`src/rtl/smp_fetch_pkg.sv`:
```
// Shared fetch-stage types and constants, also used by decode and the hazard unit.
package smp_fetch_pkg;

  localparam int ADDR_W     = 13;
  localparam int INSTR_W    = 20;
  localparam int OPCODE_MSB = 19;
  localparam int OPCODE_LSB = 15;
  localparam int OPCODE_W   = OPCODE_MSB - OPCODE_LSB + 1;
  localparam int CNT_W      = 16;

  localparam logic [INSTR_W-1:0]  NOP_INSTR_DEF = 20'h00000;
  localparam logic [OPCODE_W-1:0] HALT_OP_DEF   = 5'h1F;

  typedef enum logic {
    RUN  = 1'b0,
    HALT = 1'b1
  } fetch_state_t;

  function automatic logic [OPCODE_W-1:0] get_opcode(input logic [INSTR_W-1:0] instr);
    return instr[OPCODE_MSB:OPCODE_LSB];
  endfunction

endpackage

```
`src/rtl/instr_fetch_pc_gen.sv`:
```
// Program counter: redirect / hold / increment with natural 13-bit wrap.
module pc_gen
  import smp_fetch_pkg::*;
#(
  parameter logic [ADDR_W-1:0] RESET_PC = 13'h0000
) (
  input  logic              clk,
  input  logic              rst_n,
  input  logic              redirect_i,
  input  logic              hold_i,
  input  logic [ADDR_W-1:0] dst_i,
  output logic [ADDR_W-1:0] pc_o
);

  logic [ADDR_W-1:0] pc_q;
  logic [ADDR_W-1:0] pc_d;

  // Next-PC select; redirect outranks hold, increment wraps 8191 -> 0.
  always_comb begin
    pc_d = pc_q;
    if (redirect_i) begin
      pc_d = dst_i;
    end else if (hold_i) begin
      pc_d = pc_q;
    end else begin
      pc_d = pc_q + 13'd1;
    end
  end

  // PC register.
  always_ff @(posedge clk or negedge rst_n) begin
    if (!rst_n) begin
      pc_q <= RESET_PC;
    end else begin
      pc_q <= pc_d;
    end
  end

  assign pc_o = pc_q;

endmodule

```
`src/rtl/instr_fetch.sv`:
```
// Fetch stage: drives imem address from the PC and captures the returned word into IF/ID.
module instr_fetch
  import smp_fetch_pkg::*;
#(
  parameter logic [ADDR_W-1:0]   RESET_PC  = 13'h0000,
  parameter logic [OPCODE_W-1:0] HALT_OP   = HALT_OP_DEF,
  parameter logic [INSTR_W-1:0]  NOP_INSTR = NOP_INSTR_DEF
) (
  input  logic               clk,
  input  logic               rst_n,
  input  logic               stall_IF_ID,
  input  logic               flow_change_ID_EX,
  input  logic [ADDR_W-1:0]  dst_ID_EX,
  input  logic [INSTR_W-1:0] instr_in,
  output logic [ADDR_W-1:0]  iaddr,
  output logic [INSTR_W-1:0] instr_IF_ID,
  output logic [ADDR_W-1:0]  pc_IF_ID,
  output logic               valid_IF_ID,
  output logic               halted,
  output logic [CNT_W-1:0]   fetch_cnt
);

  fetch_state_t       state_q, state_d;
  logic [INSTR_W-1:0] instr_q, instr_d;
  logic [ADDR_W-1:0]  pcid_q, pcid_d;
  logic               valid_q, valid_d;
  logic [CNT_W-1:0]   cnt_q, cnt_d;
  logic               pc_redirect_s;
  logic               pc_hold_s;
  logic [ADDR_W-1:0]  pc_s;

  pc_gen #(
    .RESET_PC (RESET_PC)
  ) u_pc_gen (
    .clk        (clk),
    .rst_n      (rst_n),
    .redirect_i (pc_redirect_s),
    .hold_i     (pc_hold_s),
    .dst_i      (dst_ID_EX),
    .pc_o       (pc_s)
  );

  // FSM next state, IF/ID next values and PC control.
  always_comb begin
    state_d       = state_q;
    instr_d       = instr_q;
    pcid_d        = pcid_q;
    valid_d       = valid_q;
    cnt_d         = cnt_q;
    pc_redirect_s = 1'b0;
    pc_hold_s     = 1'b1;
    if (flow_change_ID_EX) begin
      // Redirect squashes whatever is in flight, including a halt word.
      pc_redirect_s = 1'b1;
      instr_d       = NOP_INSTR;
      valid_d       = 1'b0;
      state_d       = RUN;
    end else if (stall_IF_ID) begin
      pc_hold_s = 1'b1;
    end else begin
      case (state_q)
        RUN: begin
          instr_d = instr_in;
          pcid_d  = pc_s + 13'd1;
          valid_d = 1'b1;
          cnt_d   = (cnt_q == 16'hFFFF) ? cnt_q : cnt_q + 16'd1;
          if (get_opcode(instr_in) == HALT_OP) begin
            state_d   = HALT;
            pc_hold_s = 1'b1;
          end else begin
            pc_hold_s = 1'b0;
          end
        end
        HALT: begin
          instr_d = NOP_INSTR;
          valid_d = 1'b0;
        end
        default: begin
          instr_d = NOP_INSTR;
          valid_d = 1'b0;
          state_d = RUN;
        end
      endcase
    end
  end

  // FSM state, IF/ID pipeline register and fetch counter.
  always_ff @(posedge clk or negedge rst_n) begin
    if (!rst_n) begin
      state_q <= RUN;
      instr_q <= NOP_INSTR;
      pcid_q  <= 13'd0;
      valid_q <= 1'b0;
      cnt_q   <= 16'd0;
    end else begin
      state_q <= state_d;
      instr_q <= instr_d;
      pcid_q  <= pcid_d;
      valid_q <= valid_d;
      cnt_q   <= cnt_d;
    end
  end

  assign iaddr       = pc_s;
  assign instr_IF_ID = instr_q;
  assign pc_IF_ID    = pcid_q;
  assign valid_IF_ID = valid_q;
  assign halted      = (state_q == HALT);
  assign fetch_cnt   = cnt_q;

endmodule

```
`config.mk`:
```
export PLATFORM = sky130hd
export DESIGN_NAME = instr_fetch
export DESIGN_NICKNAME = d
export VERILOG_FILES = /design/src/rtl/smp_fetch_pkg.sv /design/src/rtl/instr_fetch_pc_gen.sv /design/src/rtl/instr_fetch.sv
export SDC_FILE = /design/constraint.sdc
export NUM_CORES = 1
export LEC_CHECK = 0
export BUFFER_PORTS_ARGS = -buffer_cell sky130_fd_sc_hd__clkbuf_2
export CORE_ASPECT_RATIO = 0.7
export CORE_MARGIN = 1
export CORE_UTILIZATION = 35
export CTS_BUF_LIST = sky130_fd_sc_hd__clkbuf_16
export CTS_CLUSTER_DIAMETER = 120
export DETAILED_ROUTE_END_ITERATION = 10
export SKIP_LAST_GASP = 1
export SLEW_MARGIN = 20
export SYNTH_ARGS = -nofsm -noshare
export SYNTH_HDL_FRONTEND = slang
export SYNTH_SLANG_ARGS = --single-unit
```
`constraint.sdc`:
```
create_clock -name clk -period 3.8 [get_ports clk]
set_clock_uncertainty 0.1 [all_clocks]
set_input_delay 0.76 -clock clk [delete_from_list [all_inputs] [get_ports clk]]
set_output_delay 0.76 -clock clk [all_outputs]
set_load 0.02 [all_outputs]
```
==> run summary <==
## Status
- completed — run status

## Finish
- 0 — Antenna Diode Count
- 30.3% — Synth-to-Final Area Change
- 1600 µm² — storage element area
- 754 — number of inserted filler cells in the final layout
- 47.7% — utilization after layout
- 415 — number of nets at the end of the flow
- 32.7% — proportion of layout cells with a drive suffix above 1
- clkbuf_2 (99), dfrtp_1 (64), nand2_1 (37), a22o_1 (20), xor2_1 (19) — highest-count cells in the layout ignoring fill and taps
- clkbuf_2 — most frequent standard cell in the layout excluding fill and tap cells
- 1250 µm² — total area of multi-input combinational cells

## Floorplan
- 36.6% — initial core utilization
- 111 µm — Die W
- 78.2 µm — die height
- 7940 µm² — placeable core region
- 27 — num rows
- 101 — number of primary I/O pins
- 8680 µm² — area of the die

## Drt
- 165 — number of design-rule violations left by the first detailed-router iteration
- 5.20 — average via count per standard cell
- 4 — Pre-Repair DR Iteration Count
- 15.0 µm — final routed wire length divided by cell count
- 0 — DRC violations left
- 7190 µm — wirelength, routed
- 0 — antenna-violating nets left
- 2498 — vias post-DR

## Yosys
- 0 — Synthesis Warnings
- 55.1% — fraction of synthesized cell area taken by the top area cell type
- 64 — number of storage elements in the synthesis netlist
- 308 — Net Count, Synth
- 0.861% — post-synthesis share of cell area spent on full adders, half adders and majority gates
- 17.2% — Synth Area in Compound Gates
- 0.732% — mux share of post-synthesis cell area
- 7.23% — parity-gate share of the synthesized area counting xor and xnor cells
- 55.1% — sequential-to-total area share from yosys stat
- 10.8 µm² — synthesized area per cell
- dfrtp_1 — cell taking the most area after synthesis
- 2910 µm² — Synth Cell Area
- dfrtp_1 (55%), a22o_1 (6.0%), xor2_1 (5.7%) — top cells by area in the synthesized netlist
- 269 — gate count of the mapped netlist
- compound AO/OA/AOI/OAI gates — main combinational cell family by area after synthesis
- 17.1% — post-synthesis share of cell area spent on and, or, nand and nor gates
- 40 — Netlist cell types

## Clock network
- 0.33 ns — clock latency of the later-clocked register in the worst-skew pair
- 9 — number of CTS-inserted buffers
- 0 — post-CTS sizing
- 3 — H-Tree Depth
- 0.05 ns — clock transition time at the flip-flop clock pins of the worst setup and hold paths
- 0 — Post CTS Setup Buffer Count
- built — clock tree from TritonCTS
- 64 — number of sinks driven by the clock tree
- 0 — hold-fix buffers at CTS
- 2 — Clock Tree Buf Depth
- clkbuf_16 — Clock Root Buffer

## Hold path
- 2 — hold path cells
- pc_IF_ID[6] — Endpoint, Worst Hold
- reg -> reg — worst hold path type
- pc_IF_ID[6] — critical hold path startpoint

## Pwr
- 516 nW/µm² — Pwr Density
- 20.1% — combinational group share of total power
- 0.00188 µW — Static Leakage
- 36.3% — clock network fraction of total power
- 43.5% — Flop pwr share
- 622 µW — Net Sw Power
- 0.325 mV — highest ir drop seen on vdd
- 1330 µW — cell-internal power
- 31.8% — switching portion of total power

## Timing
- 64.7% — fraction of the cycle the final worst path needs
- 0 — number of setup violations in the final report
- 0.957 ns — slew at the pin closest to its max-slew limit
- 2.46 ns — post-layout min period
- 36.2% — relative slew slack
- 407 MHz — highest achievable clock rate
- 0 — Final Hold Viols
- no — RSZ-0062 raised after global routing
- 0 — max-slew violation count
- 0 ns — TNS Setup
- 1.34 ns — fin worst setup slack

## Worst setup path
- input port — startpoint types
- 3.96 ns — required time worst endpoint
- in -> reg — type of the worst setup path
- fetch_cnt[1] — Critical R2R Capture
- 1.70 ns — R2R Setup Slk
- flip-flop — kind of end point of the critical path
- fetch_cnt[0] — Reg-to-Reg Start
- 2.62 ns — critical path arrival
- 5 — Worst Reg-to-Reg Cells
- 21 — Max FO, Critical Path

## Placed design
- 100 — number of port buffers
- 0.798 — weighted congestion reported at the end of routability-driven placement
- 5200 µm — half-perimeter wire length after placement
- 0.982 ns — worst slack after detailed placement

## Global route
- 45 — largest net degree at the start of global routing
- 0 — antenna violations before repair
- 2356 — vias in the first global route
- 0 — total congestion overflow
- 17.7% — Total Routing Usage GR
- 12000 µm — global-route wire length before repair

## Run
- 0 — count of maximum capacitance violations

## critical path, cell delays in order
cell and delay (ns):
clkbuf_2 0.29, nor3_4 0.64, o21ai_2 0.28, or4_1 0.55, nand3_1 0.09
## layer usage
layer / part of all wire (%) / vias up / global-route usage [%]
li1: - / 1201 / -
met1: 50 / 1194 / 25.1
met2: 41 / 92 / 24.0
met3: 7.5 / 11 / 6.95
met4: 1.4 / 0 / 6.53
met5: 0 / - / 0
## state kept, by name (all words and copies together), names as in the netlist
| register | cells |
|---|---|
| fetch_cnt | 16 |
| halted | 1 |
| pc_IF_ID | 13 |
| valid_IF_ID | 1 |
| u_pc_gen.pc_o | 13 |
| instr_IF_ID | 20 |
## area by class of cell
class,count,area share [%]
Clock buffer,9,5.94
Clock inverter,5,0.694
Inverter,5,0.495
Multi-Input combinational cell,191,33.1
Sequential cell,64,42.3
Tap cell,101,3.34
Timing Repair Buffer,105,14.2
## power groups by stage
stage | logic (µW) | clock network, µW | registers (µW)
floorplan | 140 | 0 | 947
global placement | 395 | 0 | 860
detailed placement | 398 | 0 | 862
CTS | 399 | 736 | 852
global route | 437 | 762 | 865
finish | 394 | 710 | 852
## cells by family (layout without fill, tap and decap cells)
logic type	after synthesis	in the layout
xor gates and xnor gates	24	24
DFF	64	64
adders and majority gates	2	2
and+or+nand+nor	95	95
muxes	2	2
buffers and inverters	14	124
AOI/OAI and AO/OA	68	68
## through the flow
step           cell area [µm²]  total power, µW  hold WS [ns]  std cells
2_1_floorplan             2910             1090         0.364        269
5_1_grt                   3790             2060         0.408        480
3_5_place_dp              3540             1260         0.374        466
6_report                  3790             1960         0.381        480
4_1_cts                   3790             1990         0.385        480
3_3_place_gp              3540             1260         0.367        466
## cell usage after synthesis (all sizes together)
cell / n
dfrtp: 64
nand2: 37
a22o: 20
o21ai: 19
xor2: 19
nand3: 12
nor2: 12
clkbuf: 9
o211ai: 9
nand4: 7
and3: 6
a31oi: 5
xnor2: 5
a21oi: 4
and2: 4
and4: 4
inv: 4
o311ai: 4
nor3: 3
or3: 3
a2111oi: 2
a41oi: 2
ha: 2
nor4b: 2
a211oi: 1
and4b: 1
clkinv: 1
mux2: 1
mux2i: 1
nand2b: 1
nor2b: 1
nor3b: 1
o221ai: 1
o31ai: 1
or4: 1
## how the worst max path moves through the flow
stage / startpoint / slack, ns / endpoint
4_1_cts: flow_change_ID_EX / 1.33 / u_pc_gen.pc_o[5]
6_report: flow_change_ID_EX / 1.34 / u_pc_gen.pc_o[5]
2_1_floorplan: flow_change_ID_EX / 1.80 / u_pc_gen.pc_o[5]
3_3_place_gp: flow_change_ID_EX / 1.06 / u_pc_gen.pc_o[5]
5_1_grt: flow_change_ID_EX / 1.17 / u_pc_gen.pc_o[5]
3_5_place_dp: flow_change_ID_EX / 0.98 / u_pc_gen.pc_o[5]
Note: power is estimated with default switching activity, not from simulation.
